`src/rtl/expstate_irq_rx.sv`:
```
// Receive side of the TIE export-state link: change detector feeding a FWFT queue with a level IRQ.
// Optional saturating drop counter when EXPSTATE_IRQ_RX_OVFCNT_EN is defined.
module expstate_irq_rx #(
  parameter int WIDTH = 32,
  parameter int DEPTH = 4,
  parameter int PTR_W = 2
) (
  input  logic             CLK,
  input  logic             BResetN,
  input  logic [WIDTH-1:0] TIE_EXPSTATE,
  output logic [WIDTH-1:0] TIE_IMPQ,
  output logic             TIE_IMPQ_Empty,
  input  logic             TIE_IMPQ_PopReq,
  output logic             BInterruptXX,
  input  logic             IrqEnable,
  output logic             Overflow,
  input  logic             OvfClr
`ifdef EXPSTATE_IRQ_RX_OVFCNT_EN
  ,
  output logic [7:0]       OvfCount
`endif
);

  localparam logic [PTR_W:0] FULL = (PTR_W+1)'(DEPTH);

  typedef enum logic {
    ST_INIT,
    ST_RUN
  } state_t;

  state_t           state;
  logic [WIDTH-1:0] ref_val;
  logic [WIDTH-1:0] mem [DEPTH];
  logic [PTR_W-1:0] wr_ptr;
  logic [PTR_W-1:0] rd_ptr;
  logic [PTR_W:0]   count;
  logic [PTR_W:0]   count_next;
  logic             changed;
  logic             pop;
  logic             push;
  logic             drop;

  function automatic logic [7:0] sat_inc8(input logic [7:0] v);
    return (v == 8'hFF) ? v : v + 8'd1;
  endfunction

  // A pop frees a slot on the same edge, so a full queue can still accept a push.
  always_comb begin
    changed    = (state == ST_RUN) && (TIE_EXPSTATE != ref_val);
    pop        = TIE_IMPQ_PopReq && (count != '0);
    push       = changed && ((count != FULL) || pop);
    drop       = changed && !push;
    count_next = count + (PTR_W+1)'(push) - (PTR_W+1)'(pop);
  end

  always_ff @(posedge CLK or negedge BResetN) begin
    if (!BResetN) begin
      state        <= ST_INIT;
      ref_val      <= '0;
      wr_ptr       <= '0;
      rd_ptr       <= '0;
      count        <= '0;
      BInterruptXX <= 1'b0;
      Overflow     <= 1'b0;
      for (int i = 0; i < DEPTH; i++) mem[i] <= '0;
`ifdef EXPSTATE_IRQ_RX_OVFCNT_EN
      OvfCount     <= 8'd0;
`endif
    end else begin
      case (state)
        ST_INIT: begin
          ref_val <= TIE_EXPSTATE;
          state   <= ST_RUN;
        end
        default: begin
          // Reference tracks the bus even on a drop, so a stuck value is not retried.
          if (changed) ref_val <= TIE_EXPSTATE;
        end
      endcase
      if (push) begin
        mem[wr_ptr] <= TIE_EXPSTATE;
        wr_ptr      <= wr_ptr + PTR_W'(1);
      end
      if (pop) rd_ptr <= rd_ptr + PTR_W'(1);
      count        <= count_next;
      BInterruptXX <= IrqEnable && (count_next != '0);
      if (drop)        Overflow <= 1'b1;
      else if (OvfClr) Overflow <= 1'b0;
`ifdef EXPSTATE_IRQ_RX_OVFCNT_EN
      if (drop)        OvfCount <= OvfClr ? 8'd1 : sat_inc8(OvfCount);
      else if (OvfClr) OvfCount <= 8'd0;
`endif
    end
  end

  // Head is shown even when empty; consumers qualify it with TIE_IMPQ_Empty.
  assign TIE_IMPQ       = mem[rd_ptr];
  assign TIE_IMPQ_Empty = (count == '0);

endmodule

```
`config.mk`:
```
export PLATFORM = sky130hd
export DESIGN_NAME = expstate_irq_rx
export DESIGN_NICKNAME = d
export VERILOG_FILES = /design/src/rtl/expstate_irq_rx.sv
export SDC_FILE = /design/constraint.sdc
export NUM_CORES = 1
export LEC_CHECK = 0
export ABC_AREA = 1
export BUFFER_PORTS_ARGS = -buffer_cell sky130_fd_sc_hd__buf_2
export CAP_MARGIN = 20
export CORE_UTILIZATION = 55
export DETAILED_ROUTE_END_ITERATION = 6
export PLACE_DENSITY = 0.74
export SYNTH_ARGS = -nofsm -noshare
export SYNTH_HDL_FRONTEND = slang
export SYNTH_SLANG_ARGS = --single-unit
export TNS_END_PERCENT = 5
```
`constraint.sdc`:
```
create_clock -name CLK -period 3.8 [get_ports CLK]
set_clock_uncertainty 0.15 [all_clocks]
set_input_delay 0.38 -clock CLK [delete_from_list [all_inputs] [get_ports CLK]]
set_output_delay 0.38 -clock CLK [all_outputs]
set_load 0.005 [all_outputs]
```
Word-level counts from Yosys, hierarchy flattened
Cells that the tools add are included.
{"block": "word_totals", "ram_bits": 0, "elab_cells": 45, "regBits": 170, "latchBits": 0, "romBits": 0, "memories": 0, "out_inout_bits": 35}
{"block": "op_classes", "n_lt_le_gt_ge": 3, "n_reduce_logical": 12, "n_addsub": 4, "eq_ne": 3, "mux": 10, "n_mul": 0, "shift": 0, "bitwise_logic": 2, "div": 0}
{"operator": "32-bit 2-to-1 mux", "n": 5}
{"operator": "128-bit bitwise mux", "n": 1}
{"operator": "32-bit binary-select mux with 2-bit select", "n": 1}
{"operator": "32-bit demux with 2-bit select", "n": 1}
{"operator": "32-bit != test", "n": 1}
{"operator": "3-bit >= comparator (second input constant)", "n": 2}
{"operator": "1-bit logical AND", "n": 6}
{"operator": "2-bit inverter with 3-bit output", "n": 2}
{"operator": "3-bit nonzero test", "n": 2}
{"operator": "2-bit by 1-bit adder with 2-bit output (second input constant)", "n": 2}
{"operator": "3-bit by 1-bit adder with 3-bit output", "n": 1}
{"operator": "3-bit logical NOT", "n": 1}
{"operator": "3-bit by 1-bit less-than comparator with 1-bit output (second input constant)", "n": 1}
{"operator": "3-bit != test (second input constant)", "n": 1}
{"operator": "3-bit by 1-bit subtractor with 3-bit output", "n": 1}
{"operator": "1-bit 2-to-1 mux", "n": 2}
{"operator": "2-bit by 1-bit != test with 1-bit output (second input constant)", "n": 1}
{"operator": "2-bit nonzero test", "n": 1}
{"operator": "1-bit logical NOT", "n": 1}
{"operator": "1-bit logical OR", "n": 1}

Longest topological paths before layout
Gate-level depths: netlist of the first run.
{"block": "depth", "depth_word": 8, "depth_mapped": 19}

Worst setup path after synthesis of the first run
OpenSTA, ideal clock, no wires.
{"block": "synth_path", "path_kind": "input port to flip-flop", "startpoint": "in TIE_EXPSTATE[20]", "endpoint": "reg BInterruptXX", "arrival_time_ns": 2.528, "slack_ns": 0.999, "path_buffers": 2, "stages": 19, "required_ns": 3.527, "path_cell_list": "buf_2 nand2_1 inv_1 nor2_1 nor2_1 nand2_1 nor2_1 nand2_1 nor2_2 nor2_4 buf_6 nand2_1 ha_1 inv_1 ha_1 fa_1 xor2_1 o31ai_1 inv_1"}
{"block": "synth_between", "elab_chain_cells": 7}
{"item": "start, declared", "line": "10", "rtl": "input logic [WIDTH-1:0] TIE_EXPSTATE,"}
{"item": "32-bit != test", "line": "49", "rtl": "changed = (state == ST_RUN) && (TIE_EXPSTATE != ref_val);"}
{"item": "1-bit logical AND", "line": "49"}
{"item": "1-bit logical AND", "line": "51", "rtl": "push = changed && ((count != FULL) || pop);"}
{"item": "3-bit by 1-bit adder with 3-bit output", "line": "53", "rtl": "count_next = count + (PTR_W+1)'(push) - (PTR_W+1)'(pop);"}
{"item": "3-bit by 1-bit subtractor with 3-bit output", "line": "53"}
{"item": "via count_next[2]", "line": "37", "rtl": "logic [PTR_W:0] count_next;"}
{"item": "3-bit nonzero test", "line": "86", "rtl": "BInterruptXX <= IrqEnable && (count_next != '0);"}
{"item": "1-bit logical AND", "line": "86"}
{"item": "end signal, assigned", "line": "86"}
{"item": "end, declared", "line": "14", "rtl": "output logic BInterruptXX,"}
The timed path passes the listed nets, and every way through them passes these cells.
A chain may end at the register's enable or synchronous reset.

Worst setup path in the final report of the first run
{"block": "layout_path", "startpoint": "in TIE_EXPSTATE[15]", "endpoint": "reg BInterruptXX"}
The elaborated chain is that of the path after synthesis.

==> metrics.cfg, run 1 <==
[run_status]
status = finished, violations left
violations = DRC

[power_and_ir_drop]
ir_worst_vdd_v = 0.0005028
leakagePower_nw = 5.125
power_density_nw_per_um2 = 806.3

[clock_network]
tritoncts = yes
post_cts_resized = 0
htree_levels = 4
path_clk_slew_ns = 0.06
numCtsBuffers = 17
ctsLongestPathBuffers = 2
clk_latency_ns = 0.44
clockRootBuffer = clkbuf_16
cts_sinks = 170

[drt]
vias = 7548
wl_met1_um = 9727
dr_wl_met3_um = 1560
top_layer_used = met4
first_pass_iters = 7
via_per_inst = 5.701
initialDrtViolationCount = 666
wl_met2_um = 10470
remaining_drc_errors = 2
wl_per_cell_um = 16.91
ant_nets = 0
routed_wl_um = 22390

[worst_setup_path]
path_depth = 18
r2r_cells = 15
crit_path_start_kind = input port
cpMaxStageDelayCell = dlygate4sd3_1
path_cells = dlygate4sd3_1 > buf_2 > inv_1 > nand2_1 > nand2_1 > nor2_1 > nand2_1 > nor2_1 > nand2_1 > nor2_2 > nor2_4 > nand2_1 > ha_1 > inv_1 > ha_1 > fa_1 > o31ai_1 > inv_1
required_ns = 3.97
cp_top_family = buffers and inverters
path_class = in2reg
arrival_ns = 3.27
cp_max_fo = 7
critPathMaxStageDelay_ns = 0.54
critPathCaptureType = flip-flop
cp.buffers_inverters = 5
crit_path_frequent_cell = nand2_1

[global_routing]
grt_pass1_wl_um = 37090
gr-total-overflow = 0
grt_pass1_vias = 7215
grt_usage_pct = 29.91
antenna_found_initial = 0
grt_max_degree = 83

[finish]
final_cells = 1324
most-common-layout-cells = 365 x nand2_1, 169 x dfrtp_1, 129 x nand4_1
drive_above_1_share_pct = 11.80
final_common_cell = nand2_1
final_cell_area_um2 = 9742
fin_nets = 1167
n_antenna_cell = 0
area_growth_pct = 14.25

[synth]
yosys_warnings = 0
syn_nets = 1137
synth_edf_count = 0
async_flop_share_pct = 100.0
ys_seq_elements = 170
ys_seq_area_share_pct = 49.89
synth_ff_type = dfrtp_1
avgSynthCellArea_um2 = 7.801
synth_cell_types = 25
synth_area_um2 = 8527
netlist_instances = 1093

[floorplanning]
core_area_um2 = 15150
start_util_pct = 56.30
rows = 45
die_y_um = 126.5
fp.dieW_um = 126.5
ios = 72
die-area_um2 = 16010

[timing]
max_freq_mhz = 322.3
min_period_over_period_pct = 81.64
tns_ns = 0
slew-limit-headroom_pct = 41.22
final-hold-violation-count = 0
setup_viol_count_final = 0
tightest_slew_ns = 0.8816
rsz0062_at_grt = no
holdWs_ns = 0.02022
finalMaxSlewViolations = 0
min_period_ns = 3.102

[place]
hpwl_um = 12860
gp_congestion = 0.7690
placed_area_um2 = 8748
placed_cells = 1259
port_buffers = 71

[min_path]
hp-class = in2reg
min_path_cells = 1

[flow_run]
max_cap_violations = 0

[layer usage]
| layer | global-route usage, % | vias to the layer above |
|---|---|---|
| met5 | 0 | - |
| met4 | 14.03 | 0 |
| met3 | 6.200 | 53 |
| met2 | 46.34 | 297 |
| met1 | 40.54 | 3606 |
| li1 | - | 3592 |
[path summary, 6_finish.rpt]
kind                                            to  slack [ns]              startpoint
setup / recovery            BInterruptXX$_DFF_PN0_        0.70        TIE_EXPSTATE[15]
hold / removal             ref_val[28]$_DFFE_PN0P_        0.02        TIE_EXPSTATE[28]
setup reg to reg            BInterruptXX$_DFF_PN0_        0.97  ref_val[9]$_DFFE_PN0P_
hold reg to reg                mem[85]$_DFFE_PN0P_        0.32     mem[85]$_DFFE_PN0P_
max in group asynchronous    wr_ptr[0]$_DFFE_PN0P_        2.30                 BResetN
min in group asynchronous     mem[122]$_DFFE_PN0P_        0.34                 BResetN
[flip-flops by register name, indices dropped and copies added (netlist names)]
signal        flops
ref_val          32
Overflow          1
count             3
BInterruptXX      1
rd_ptr            2
mem             128
wr_ptr            2
state             1
[Yosys cell counts, types with 2 or more instances]
cell type	number	area share, %
o22ai_1	32	2.3
nor2_1	106	4.7
nand3_1	2	0.12
buf_2	12	0.70
buf_1	24	1.1
clkbuf_1	59	2.6
inv_1	72	3.2
nand4_1	129	9.5
o21ai_0	65	3.8
nor3_1	3	0.18
inv_2	2	0.088
buf_4	12	1.1
nand4_2	4	0.59
buf_6	9	1.2
xor2_1	5	0.51
dfrtp_1	170	50
ha_1	6	0.88
and2_1	3	0.22
nand2_1	365	16
xnor2_1	8	0.82
[logic make-up after synthesis]
family	count (synthesis)	synth area share [%]
adders and majority gates	7	1.115
DFF	170	49.89
buffers and inverters	190	9.861
other	1	0.04398
xor gates and xnor gates	13	1.335
AOI/OAI and AO/OA	98	6.251
and+or+nand+nor	614	31.50
[timing repair]
| action | 4_1_cts | 5_1_grt |
|---|---|---|
| buffers inserted | 0 | 0 |
| hold buffers | 33 | 0 |
| endpoints found under the hold margin | 94 | 0 |
[report_power, final]
group	leakage, nW	internal [W]	switching (W)
registers	2.10	0.00250	0.000363
clock network	0.321	0.00122	0.000719
logic	2.71	0.00110	0.00195
total	5.12	0.00482	0.00303
[metrics by stage]
stage | setup WS (ns) | util (%) | power (W)
6_report | 0.6977 | 64.32 | 0.007855
5_1_grt | 0.4509 | 64.32 | 0.008393
4_1_cts | 0.7539 | 64.32 | 0.007855
3_5_place_dp | 0.8244 | 57.76 | 0.005881
3_3_place_gp | 0.9048 | 57.76 | 0.005804
2_1_floorplan | 0.9988 | - | 0.004790
[area by class of cell]
class,instances,area (um^2)
Clock buffer,22,474.2
Clock inverter,10,188.9
Fill cell,1306,5404
Inverter,74,279.0
Multi-Input combinational cell,733,3432
Sequential cell,170,4255
Tap cell,188,235.2
Timing Repair Buffer,127,877.1
No activity file was read; power rests on OpenSTA's default activity.
==> run 2, diff against run 1 <==
ABC_AREA = 0   (was 1)
PLACE_DENSITY = 0.75   (was 0.74)
clock period = 2.9 ns   (was 3.8 ns; I/O delays follow)
==> metrics.cfg, run 2 <==
[worst_setup_path]
path_cells = xor2_1 > nor4_2 > buf_4 > nand4_4 > o211ai_2 > ha_1 > inv_1 > ha_2 > fa_2 > xnor2_2 > xnor2_2 > o31a_1
path_class = reg2reg
cpMaxStageDelayCell = fa_2
critPathCaptureType = flip-flop
critPathMaxStageDelay_ns = 0.38  ; -0.16 ns
crit_path_start_kind = flip-flop
crit_path_frequent_cell = xnor2_2
cp_max_fo = 2  ; -5
required_ns = 3.05  ; -0.92 ns
arrival_ns = 3.04  ; -0.23 ns

[floorplanning]
rows = 42  ; -6.7%
core_area_um2 = 13190  ; -13%
die_y_um = 118.1  ; -6.7%
fp.dieW_um = 118.1  ; -6.7%
die-area_um2 = 13950  ; -13%
ios = 72  ; unchanged
start_util_pct = 56.20  ; -0.095 points

[finish]
largest_registers = mem x128, ref_val x32, count x3
largest-register = mem
n_antenna_cell = 0  ; unchanged
fin_nets = 617  ; -47%
utilization_pct = 69.07  ; +4.7 points
final_common_cell = dfrtp_1
largest_reg_flops = 128  ; unchanged
area_growth_pct = 22.89
fillers = 879  ; -33%
drive_above_1_share_pct = 34.13  ; +22 points
most-common-layout-cells = 169 x dfrtp_1, 120 x mux2_1, 67 x buf_2
final_cells = 759  ; -43%

[synth]
synth_edf_count = 0  ; unchanged
avgSynthCellArea_um2 = 16.19  ; +110%
yosys.area_share.simple_pct = 1.485  ; -30 points
muxShareOfSynthArea_pct = 29.32  ; +29 points
synth_top_area_cell = dfrtp_1
synthXorXnorAreaFrac_pct = 4.371  ; +3.0 points
synthAdderAreaFrac_pct = 1.283  ; +0.17 points
synth_area_leaders = dfrtp_1 57%, mux2_1 18%, mux4_2 9.7%, xor2_1 3.9%, clkbuf_1 1.9%
synth_top_area_share_pct = 57.38  ; +7.5 points
synth_cell_types = 26  ; +4.0%
synth-compound-area-share_pct = 1.823  ; -4.4 points
yosysMostFrequentCell = dfrtp_1
async_flop_share_pct = 100.0  ; unchanged
synth_area_um2 = 7413  ; -13%
synth_ff_type = dfrtp_1
syn_nets = 502  ; -56%
synth_top_family_by_area = multiplexers
synthTopCellsByCount = 170 x dfrtp_1, 120 x mux2_1, 38 x clkbuf_1, 33 x xor2_1, 32 x mux4_2
netlist_instances = 458  ; -58%
yosys_warnings = 0  ; unchanged
ys_seq_area_share_pct = 57.38  ; +7.5 points
ys_seq_elements = 170  ; unchanged

[global_routing]
grt_pass1_vias = 4612  ; -36%
grt_use_met2_pct = 38.75  ; -7.6 points
gr-total-overflow = 0  ; unchanged
grt_max_degree = 76  ; -8.4%
grt_use_met3_pct = 4.457  ; -1.7 points
met1_usage_pct = 31.77  ; -8.8 points
grt_pass1_wl_um = 24720  ; -33%
grt-busiest-layer = met2
grt_usage_pct = 23.68  ; -6.2 points
antenna_found_initial = 1  ; +1

[place]
hpwl_um = 9495  ; -26%
placed_cells = 692  ; -45%
place_ws_ns = -0.08764  ; -0.9120 ns
port_buffers = 71  ; unchanged
gp_congestion = 0.7569  ; -1.6%

[power_and_ir_drop]
ir_worst_vdd_v = 0.0005028  ; about the same
power_density_nw_per_um2 = 1033  ; +28%
leakagePower_nw = 4.043  ; -21%

[min_path]
hp-class = in2reg

[timing]
final-hold-violation-count = 0  ; unchanged
setup_viol_count_final = 0  ; unchanged
setup_ws_ns = 0.008541  ; -0.6891 ns
rsz0062_at_grt = yes
tns_ns = 0  ; unchanged
min_period_ns = 2.891
holdWs_ns = 0.01576  ; -0.004454 ns
max_freq_mhz = 345.8
min_period_over_period_pct = 99.71
finalMaxSlewViolations = 0  ; unchanged

[clock_network]
numCtsBuffers = 17  ; unchanged
htree_levels = 4  ; unchanged
clockRootBuffer = clkbuf_16
cts_sinks = 170  ; unchanged
tritoncts = yes
ctsLongestPathBuffers = 2  ; unchanged
clk_latency_ns = 0.42  ; -0.02 ns
path_clk_slew_ns = 0.06  ; about the same

[drt]
routed_wl_um = 14760  ; -34%
vias = 4091  ; -46%
wl_per_cell_um = 19.44  ; +15%
remaining_drc_errors = 0  ; -2
ant_nets = 0  ; unchanged
first_pass_iters = 4  ; -3
initialDrtViolationCount = 235  ; -65%
via_per_inst = 5.390  ; -5.5%

[run_status]
status = complete, no violations

[flow_run]
max_cap_violations = 0  ; unchanged

-- run 2: final timing paths --
check	cells after the start	start	endpoint	slack, ns
setup reg to reg	12	ref_val[28]$_DFFE_PN0P_	BInterruptXX$_DFF_PN0_	0.009
hold reg to reg	1	mem[45]$_DFFE_PN0P_	mem[45]$_DFFE_PN0P_	0.33
min in group asynchronous	2	BResetN	mem[112]$_DFFE_PN0P_	0.23
max in group asynchronous	3	BResetN	mem[66]$_DFFE_PN0P_	1.63
hold / removal	2	TIE_EXPSTATE[16]	mem[112]$_DFFE_PN0P_	0.02
setup / recovery	12	ref_val[28]$_DFFE_PN0P_	BInterruptXX$_DFF_PN0_	0.009
-- run 2: metrics by stage --
step | area, um^2 | power, W
after floorplan | 7416 | 0.006118
after global placement | 8095 | 0.007158
after detailed placement | 8095 | 0.007362
after CTS | 9007 | 0.009437
after global routing | 9110 | 0.009994
final | 9110 | 0.009415
-- run 2: worst max-delay path: cells and delay by family (launching register included) --
kind	cells	cell delay, ns
adder cells (fa/ha/maj)	3	0.70
XOR/XNOR	3	0.49
AO/OA/AOI/OAI	2	0.45
AND/OR/NAND/NOR	2	0.38
flip-flops	1	0.37
buffers and inverters	2	0.21
-- run 2: cell type report --
type,count,area [um^2],share of cell area [%]
sequential,170,4255,46.71
clock buffer,26,499.2,5.480
clock inverter,3,15.01,0.1648
inverter,7,26.28,0.2884
multi-input combinational,228,2947,32.34
tap,176,220.2,2.417
timing repair buffer,149,1147,12.59
-- run 2: cells by family after synthesis --
| kind of cell | count (synthesis) |
|---|---|
| AO/OA/AOI/OAI | 7 |
| flip-flops | 170 |
| AND/OR/NAND/NOR | 15 |
| adder cells (fa/ha/maj) | 7 |
| buffers and inverters | 60 |
| XOR/XNOR | 37 |
| multiplexers | 161 |
| other | 1 |
-- run 2: repair_timing --
item,4_1_cts,5_1_grt
gates resized for setup,0,18
endpoints found under the setup margin,1,1
setup buffers,1,1
pin swaps,2,14
hold endpoints to repair,83,0
hold buffers,39,0
-- run 2: per-layer routing --
metal  part of all wire (%)  vias to the layer above
met2                     52                       68
li1                       -                     1844
met1                     44                     2164
met4                    1.2                        0
met3                    2.6                       15
met5                      0                        -
-- run 2: power by group --
part | total (W) | switching (W) | internal, W
Sequential | 0.00389 | 0.000506 | 0.00339
Clock | 0.00200 | 0.000831 | 0.00117
Combinational | 0.00352 | 0.00146 | 0.00206
Total | 0.00942 | 0.00280 | 0.00662
==> run 3, diff against run 2 <==
GPL_TIMING_DRIVEN = 0   (was unset)
PLACE_DENSITY = 0.79   (was 0.75)
SETUP_SLACK_MARGIN = 0.5   (was unset)
==> metrics.cfg, run 3 (same netlist as run 2, synthesis figures left out) <==
[run_status]
status = finished, violations left
violations = setup timing

[floorplanning]
die_y_um = 118.1  ; unchanged
start_util_pct = 56.20  ; unchanged
ios = 72  ; unchanged
core_area_um2 = 13190  ; unchanged
rows = 42  ; unchanged
die-area_um2 = 13950  ; unchanged
fp.dieW_um = 118.1  ; unchanged

[clock_network]
tritoncts = yes
numCtsBuffers = 17  ; unchanged
clk_latency_ns = 0.43  ; about the same
ctsLongestPathBuffers = 2  ; unchanged
cts_sinks = 170  ; unchanged
clockRootBuffer = clkbuf_16
htree_levels = 4  ; unchanged
path_clk_slew_ns = 0.06  ; about the same

[worst_setup_path]
cp_max_fo = 2  ; unchanged
path_cells = xor2_1 > nor4_2 > nand4_2 > o211ai_2 > ha_1 > inv_1 > ha_2 > fa_2 > xnor2_2 > xnor2_2 > o31a_1
crit_path_frequent_cell = xnor2_2
cpMaxStageDelayCell = nor4_2
arrival_ns = 3.09  ; +0.05 ns
critPathCaptureType = flip-flop
crit_path_start_kind = flip-flop
path_class = reg2reg
r2r_cells = 11  ; -1
cp.buffers_inverters = 1  ; -1
cp_top_family = adder cells
critPathMaxStageDelay_ns = 0.43  ; +0.05 ns
required_ns = 3.07  ; +0.02 ns
path_depth = 11  ; -1

[power_and_ir_drop]
power_density_nw_per_um2 = 1059  ; +2.5%
leakagePower_nw = 4.289  ; +6.1%
ir_worst_vdd_v = 0.0005450  ; +8.4%
power_w = 0.01012  ; +7.5%

[global_routing]
antenna_found_initial = 0  ; -1
grt-busiest-layer = met2
grt_usage_pct = 24.44  ; +0.76 points
grt_pass1_vias = 4739  ; +2.8%
grt_max_degree = 109  ; +43%
grt_use_met3_pct = 5.766  ; +1.3 points
grt_use_met2_pct = 39.38  ; +0.62 points
grt_pass1_wl_um = 25290  ; +2.3%
gr-total-overflow = 0  ; unchanged
met1_usage_pct = 32.16  ; +0.38 points

[finish]
final_common_cell = dfrtp_1
fillers = 811  ; -7.7%
largest_registers = mem x128, ref_val x32, count x3
fin_nets = 657  ; +6.5%
final_cells = 802  ; +5.7%
largest-register = mem
area_growth_pct = 28.86
n_antenna_cell = 0  ; unchanged
drive_above_1_share_pct = 34.03  ; -0.11 points
largest_reg_flops = 128  ; unchanged
final_cell_area_um2 = 9553  ; +4.9%
most-common-layout-cells = 170 x dfrtp_1, 98 x mux2_1, 70 x buf_2

[drt]
routed_wl_um = 16200  ; +9.8%
vias = 4378  ; +7.0%
wl_per_cell_um = 20.20  ; +3.9%
remaining_drc_errors = 0  ; unchanged
initialDrtViolationCount = 222  ; -5.5%
first_pass_iters = 4  ; unchanged
ant_nets = 0  ; unchanged
via_per_inst = 5.459  ; +1.3%

[timing]
slew-limit-headroom_pct = 64.76
rsz0062_at_grt = yes
setup_viol_count_final = 1  ; +1
max_freq_mhz = 342.1  ; -1.1%
min_period_ns = 2.923  ; +0.03139 ns
min_period_over_period_pct = 100.8  ; +1.1 points
tightest_slew_ns = 0.5286
finalMaxSlewViolations = 0  ; unchanged
final-hold-violation-count = 0  ; unchanged
tns_ns = -0.02285  ; -0.02285 ns
setup_ws_ns = -0.02285  ; -0.03139 ns

[flow_run]
max_cap_violations = 0  ; unchanged

[place]
placed_cells = 706  ; +2.0%
placed_area_um2 = 8029  ; -0.82%
hpwl_um = 9599  ; +1.1%
port_buffers = 71  ; unchanged
gp_congestion = 0.7021  ; -7.2%

[min_path]
hp-class = in2reg
min_path_cells = 2  ; unchanged

[run 3: changes by cell type in the layout (fill, tap and decap cells not counted), sizes merged]
| cell | before | now |
|---|---|---|
| buf | 110 | 95 |
| bufinv | 0 | 2 |
| dlygate4sd3 | 36 | 57 |
| dlymetal6s4s | 3 | 0 |
| clkinv | 3 | 6 |
| clkbuf | 26 | 61 |
[run 3: final timing paths]
path / startpoint / to / slack [ns]
worst max-delay path: ref_val[0]$_DFFE_PN0P_ / BInterruptXX$_DFF_PN0_ / -0.02
worst min-delay path: TIE_EXPSTATE[5] / mem[5]$_DFFE_PN0P_ / 0.01
worst min register to register: mem[18]$_DFFE_PN0P_ / mem[18]$_DFFE_PN0P_ / 0.34
worst max register to register: ref_val[0]$_DFFE_PN0P_ / BInterruptXX$_DFF_PN0_ / -0.02
min in group asynchronous: BResetN / mem[112]$_DFFE_PN0P_ / 0.23
max in group asynchronous: BResetN / mem[0]$_DFFE_PN0P_ / 1.50
[run 3: routing by layer]
layer	vias to the layer above	share of wire [%]	wire length (um)
met3	35	3.8	610
met5	-	0	0
li1	1932	-	-
met2	102	51	8307
met4	0	2.6	415
met1	2309	42	6866
[run 3: what timing repair did]
item	in CTS	in global routing
resized for setup	19	72
setup buffers	6	1
setup endpoints to repair	162	158
hold buffers	57	0
pin swaps	6	9
cloned	0	0
endpoints found under the hold margin	108	0
[run 3: area by class of cell]
type	instances	area (um^2)	share of cell area, %
Tap cell	176	220.2	2.305
Multi-Input combinational cell	228	3018	31.59
Buffer	53	426.7	4.466
Clock buffer	24	501.7	5.252
Timing Repair Buffer	136	1016	10.64
Inverter	7	26.28	0.2750
Sequential cell	170	4254	44.53
Clock inverter	8	90.09	0.9430
[run 3: through the flow]
| step | hold slack, ns | setup slack [ns] | util (%) |
|---|---|---|---|
| floorplan | -0.1556 | -0.01246 | - |
| global placement | 0.3176 | -0.9968 | 60.59 |
| detailed placement | 0.1083 | -0.5056 | 60.87 |
| CTS | 0.0006633 | 0.05360 | 70.51 |
| global route | 0.01388 | -0.1162 | 72.42 |
| finish | 0.01272 | -0.02285 | 72.42 |
[run 3: worst reg2reg max path: stages (launching register included)]
cell	delay, ns
dfrtp_1	0.38
xor2_1	0.18
nor4_2	0.43
nand4_2	0.21
o211ai_2	0.22
ha_1	0.15
inv_1	0.04
ha_2	0.16
fa_2	0.35
xnor2_2	0.16
xnor2_2	0.15
o31a_1	0.23
[run 3: power by group]
group | switching (W) | internal, W
logic | 0.00157 | 0.00237
registers | 0.000534 | 0.00339
clock network | 0.000886 | 0.00137
total | 0.00299 | 0.00713
